<file path="config.mk">
export PLATFORM = sky130hd
export DESIGN_NAME = fan_speed
export DESIGN_NICKNAME = d
export VERILOG_FILES = /design/src/rtl/fan_speed.sv
export SDC_FILE = /design/constraint.sdc
export NUM_CORES = 1
export LEC_CHECK = 0
export CORE_ASPECT_RATIO = 0.75
export CORE_MARGIN = 3
export CORE_UTILIZATION = 40
export DETAILED_ROUTE_END_ITERATION = 16
export HOLD_SLACK_MARGIN = 0.02
export PLACE_DENSITY = 0.64
export SYNTH_ARGS = -nofsm -noshare
export SYNTH_HDL_FRONTEND = slang
export SYNTH_SLANG_ARGS = --single-unit
</file>
<file path="constraint.sdc">
create_clock -name clk -period 3.15 [get_ports clk]
set_input_delay 0.63 -clock clk [delete_from_list [all_inputs] [get_ports clk]]
set_output_delay 0.63 -clock clk [all_outputs]
set_load 0.1 [all_outputs]
</file>
<file path="src/rtl/fan_speed.sv">
// fan_speed: 256-clock PWM fan drive, duty applied only at period boundaries.
// Define FAN_SPEED_SOFTSTART_EN to ramp duty increases by RAMP_STEP per period.
module fan_speed #(
  parameter int unsigned RAMP_STEP = 16
) (
  input  logic       arst,
  input  logic       clk,
  input  logic [7:0] speed,
  output logic       pwm_data
);

  logic [7:0] cnt_q;
  logic [7:0] cnt_d;
  logic [7:0] duty_q;
  logic [7:0] duty_d;
  logic [7:0] speed_eff;
  logic       pwm_q;
  logic       pwm_d;
  logic       boundary;

  if (RAMP_STEP < 1 || RAMP_STEP > 255) begin : g_bad_step
    $error("fan_speed: RAMP_STEP must be 1..255");
  end

`ifdef FAN_SPEED_SOFTSTART_EN
  logic [8:0] ramp_sum;

  // Step toward a higher speed with saturation; drop instantly otherwise.
  always_comb begin
    ramp_sum  = {1'b0, duty_q} + 9'(RAMP_STEP);
    speed_eff = speed;
    if (speed > duty_q && ramp_sum < {1'b0, speed}) begin
      speed_eff = ramp_sum[7:0];
    end
  end
`else
  assign speed_eff = speed;
`endif

  assign boundary = (cnt_q == 8'hFF);

  // Next counter, next duty and registered compare against both.
  always_comb begin
    cnt_d  = cnt_q + 8'd1;
    duty_d = duty_q;
    if (boundary) begin
      duty_d = speed_eff;
    end
    pwm_d = (cnt_d < duty_d);
  end

  // Period counter, applied duty and output flop.
  always_ff @(posedge clk or negedge arst) begin
    if (!arst) begin
      cnt_q  <= 8'd0;
      duty_q <= 8'd0;
      pwm_q  <= 1'b0;
    end else begin
      cnt_q  <= cnt_d;
      duty_q <= duty_d;
      pwm_q  <= pwm_d;
    end
  end

  assign pwm_data = pwm_q;

endmodule

</file>
* Word level (Yosys, flattened, before mapping)
Index checks and enable logic that the tools add are counted.
** Operators by class
- Add/sub/neg operators :: 1
- Order comparisons :: 1
- Equal/unequal tests :: 1
- Mux-type cells :: 1
** Operator list (count)
- $add A8 B1 Y8 const B :: 1
- $eq A8 B8 Y1 const B :: 1
- $lt A8 B8 Y1 :: 1
- $mux W8 :: 1
** Word-level totals
- Register bits after elaboration :: 17
- Input port bits :: 10
- Output and inout port bits :: 1
- Logic and storage cells :: 7

* Depth between registers and ports, before layout
- Word-level depth :: 3
- Mapped depth :: 11
- Gate-level depth less buffers :: 10

* Worst setup path before layout
Ideal clock, no wire load.
- Path kind :: register -> register
- Start point :: register cnt_q[0]
- End point :: register pwm_q, in the netlist pwm_data
- Library setup time :: 0.066 ns
- Arrival time :: 2.217 ns
- Data required time :: 3.084 ns
- Slack :: 0.867 ns
- Stages on the path, launching flop included :: 12
- Path buffers :: 1
- Clock period less this slack :: 2.283 ns
- Cells stage by stage :: dfrtp_1 > ha_1 > nand3_2 > nor3_2 > buf_6 > mux2_2 > inv_1 > ha_1 > a21oi_1 > a21oi_1 > a211oi_1 > o31a_1
** Between the ends
- Longest elaborated chain between the ends :: 3
- Elaborated cells on any way between the ends :: 4
- Those cells by class :: add/sub: 1; order compare: 1; eq/ne: 1; mux: 1
** RTL lines
- from (decl) :: RTL line 12 : logic [7:0] cnt_q;
- from (signal assigned) :: RTL line 59 : cnt_q <= cnt_d;
- $eq A8 B8 Y1 :: RTL line 40 : assign boundary = (cnt_q == 8'hFF);
- $mux W8 :: RTL line 46 : if (boundary) begin
- net duty_d[3] :: RTL line 15 : logic [7:0] duty_d;
- $lt A8 B8 Y1 :: RTL line 49 : pwm_d = (cnt_d < duty_d);
- net pwm_d :: RTL line 18 : logic pwm_d;
- to (signal assigned) :: RTL line 61 : pwm_q <= pwm_d;
- to (decl) :: RTL line 17 : logic pwm_q;
The timed path passes the listed nets, and every way through them passes these cells.

* Worst setup path after layout
Same ends and word-level chain as after synthesis.

==> impl_metrics.ini <==
[status]
status = finished clean

[power]
ir_drop_mv = 0.251
clockPowerShare = 0.347
power_density_nw_per_um2 = 362
power_frac_seq = 0.610
switchingPower_uw = 81.2
combPwrFrac = 0.043
leakage_nw = 0.494
switching_share = 0.227
p_int_uw = 276

[worst_setup_path]
criticalPathCategory = reg -> reg
endpoint_kind = flip-flop
worstPathMaxFanout = 9
required_ns = 3.40
cp.arrival_ns = 2.78
worst_setup_path_start_kind = flip-flop

[floorplanning]
core_area_um2 = 1850
start_util = 0.451
die_area_um2 = 2680
dieWidth_um = 58.8
io_pins = 11
fp.dieH_um = 45.6
fp-row-count = 13

[detailed_routing]
vias = 504
drt_iter0_drc = 4
drc = 0
wl_per_cell_um = 12.3
drtAntennaViolNets = 0
drt-pass1-iter-count = 3
drt_wl_total_um = 1320
vias_per_cell = 4.71

[synthesis]
synthTopCellsByCount = 17 x dfrtp_1, 9 x inv_1, 8 x ha_1
ys_top_cells_by_area = dfrtp_1 51%, ha_1 12%, mux2i_1 8.4%, xnor2_1 4.2%, inv_1 4.0%
synth_top_family_by_area = adder cells
yosysUniqueCellTypes = 18
synth_most_common_cell = dfrtp_1
postSynthCellCount = 71
ys_ff_latch = 17
yosys.area_share.simple = 0.108
synth_fa_ha_area_frac = 0.120
syn_area_um2 = 837
synth_edf_count = 0
synth_xor_area_frac = 0.0628
synth.avg_cell_area_um2 = 11.8
yosysWarningCount = 0
synth_compound_area_frac = 0.0374
async_reset_ff_frac = 1.00
synth_top_area_frac = 0.508
ys_seq_area_frac = 0.508
synth_top_area_cell = dfrtp_1
synth_flop_cell = dfrtp_1
synth_nets = 89
synthMuxAreaShare = 0.111

[clock_network]
clk_latency_ns = 0.30
clkTransAtPathRegs_ns = 0.11
htreeDepth = 1
clockRootBuffer = clkbuf_4
cts_sinks = 17
holdBufCountCts = 0
cts_tree = yes
ctsResizeCount = 0
clockBufferDepth = 2
cts_setup_buffers = 0
numCtsBuffers = 3

[global_route]
overflow = 0
grt_use_total = 0.124
grt_pass1_vias = 535
grt_antenna_before_repair = 0
grt_start_max_net_pins = 18
grt_pass1_wl_um = 2370

[placement]
port_buffers = 10
dpl.hpwl_um = 1040
gp_congestion = 0.742
dp_slack_ns = 0.614

[timing]
tightest_slew_ns = 0.755
period_share = 0.804
fin_ws_ns = 0.617
slew_viol_final = 0
rsz0062_at_grt = no
finalSetupViolCount = 0
max_freq_mhz = 395
tns_ns = 0
final_hold_viol_count = 0
slew_headroom = 0.495
fin_crit_ns = 2.53
fin_skew_ns = 0.00696

[flow_run]
maxCapViolCount = 0

[layout]
syn2layout_area_growth_pct = 18.1
fill_cells = 168
nets = 104
drive_gt1_frac = 0.129
antenna_cells = 0

[worst_hold_path]
hold_path.class = reg -> reg
## critical path, stage by stage (launching register included)
cell      delay, ns
dfrtp_1        0.44
ha_1           0.25
nand3_2        0.11
nor3_2         0.17
buf_4          0.22
mux2_2         0.36
inv_1          0.06
ha_1           0.24
a21oi_1        0.16
a21oi_1        0.08
a211oi_1       0.21
o31a_1         0.17
## kinds of logic (layout without fill, tap and decap cells)
kind of cell / after synthesis / after routing
compound gates: 5 / 5
xor+xnor: 6 / 6
fa+ha+maj: 8 / 8
buf+inv: 10 / 24
flops: 17 / 17
mux: 9 / 9
simple gates: 16 / 16
## final timing paths
path | from | endpoint | slack, ns | depth (start not counted)
hold reg to reg | duty_q[2] | duty_q[2] | 0.49 | 2
setup / recovery | cnt_q[0] | pwm_data | 0.62 | 11
min in group asynchronous | arst | duty_q[4] | 0.76 | 1
max in group asynchronous | arst | duty_q[3] | 1.91 | 1
setup reg to reg | cnt_q[0] | pwm_data | 0.62 | 11
hold / removal | duty_q[2] | duty_q[2] | 0.49 | 2
## flip-flops by register name (all words and copies together) (netlist names)
| register | flops |
|---|---|
| duty_q | 8 |
| pwm_data | 1 |
| cnt_q | 8 |
## area by class of cell
| type | count | area [um^2] | share of cell area |
|---|---|---|---|
| timing repair buffer | 11 | 105 | 0.106 |
| clock inverter | 1 | 7.51 | 0.00759 |
| clock buffer | 3 | 22.5 | 0.0228 |
| inverter | 9 | 33.8 | 0.0342 |
| sequential | 17 | 425 | 0.430 |
| multi-input combinational | 44 | 367 | 0.371 |
| tap | 22 | 27.5 | 0.0278 |
## power by group through the flow
stage / clock network [mW] / logic (mW) / registers [mW]
6_report: 0.124 / 0.0155 / 0.218
3_5_place_dp: 0 / 0.0160 / 0.222
4_1_cts: 0.131 / 0.0161 / 0.218
3_3_place_gp: 0 / 0.0161 / 0.222
5_1_grt: 0.138 / 0.0173 / 0.218
2_1_floorplan: 0 / 0.000506 / 0.222
## per-layer routing
metal  GRT usage  wire length (um)
met1       0.169               711
met2       0.172               530
met3      0.0595                66
met4      0.0407                 9
met5           0                 0
## stage by stage
stage / power, mW / instance area, um^2 / hold slack, ns / instances / utilization
after floorplan: 0.223 / 837 / 0.334 / 71 / -
after global placement: 0.239 / 958 / 0.473 / 103 / 0.517
after detailed placement: 0.238 / 958 / 0.479 / 103 / 0.517
after CTS: 0.365 / 988 / 0.507 / 107 / 0.533
after global routing: 0.374 / 988 / 0.526 / 107 / 0.533
final: 0.358 / 988 / 0.494 / 107 / 0.533
## placed cells by master, fill, tap and decap left out, drive strengths merged
| cell | count |
|---|---|
| nor2 | 1 |
| inv | 9 |
| clkdlybuf4s50 | 9 |
| xor2 | 2 |
| mux2 | 2 |
| nand3 | 6 |
| a211oi | 1 |
| o31a | 1 |
| clkinvlp | 1 |
| nand2 | 4 |
| nand4 | 3 |
| clkbuf | 3 |
| nor3 | 1 |
| mux2i | 7 |
| a21oi | 3 |
| dfrtp | 17 |
| buf | 2 |
| xnor2 | 4 |
| ha | 8 |
| and2 | 1 |
Power figures use the tool's default switching activity.
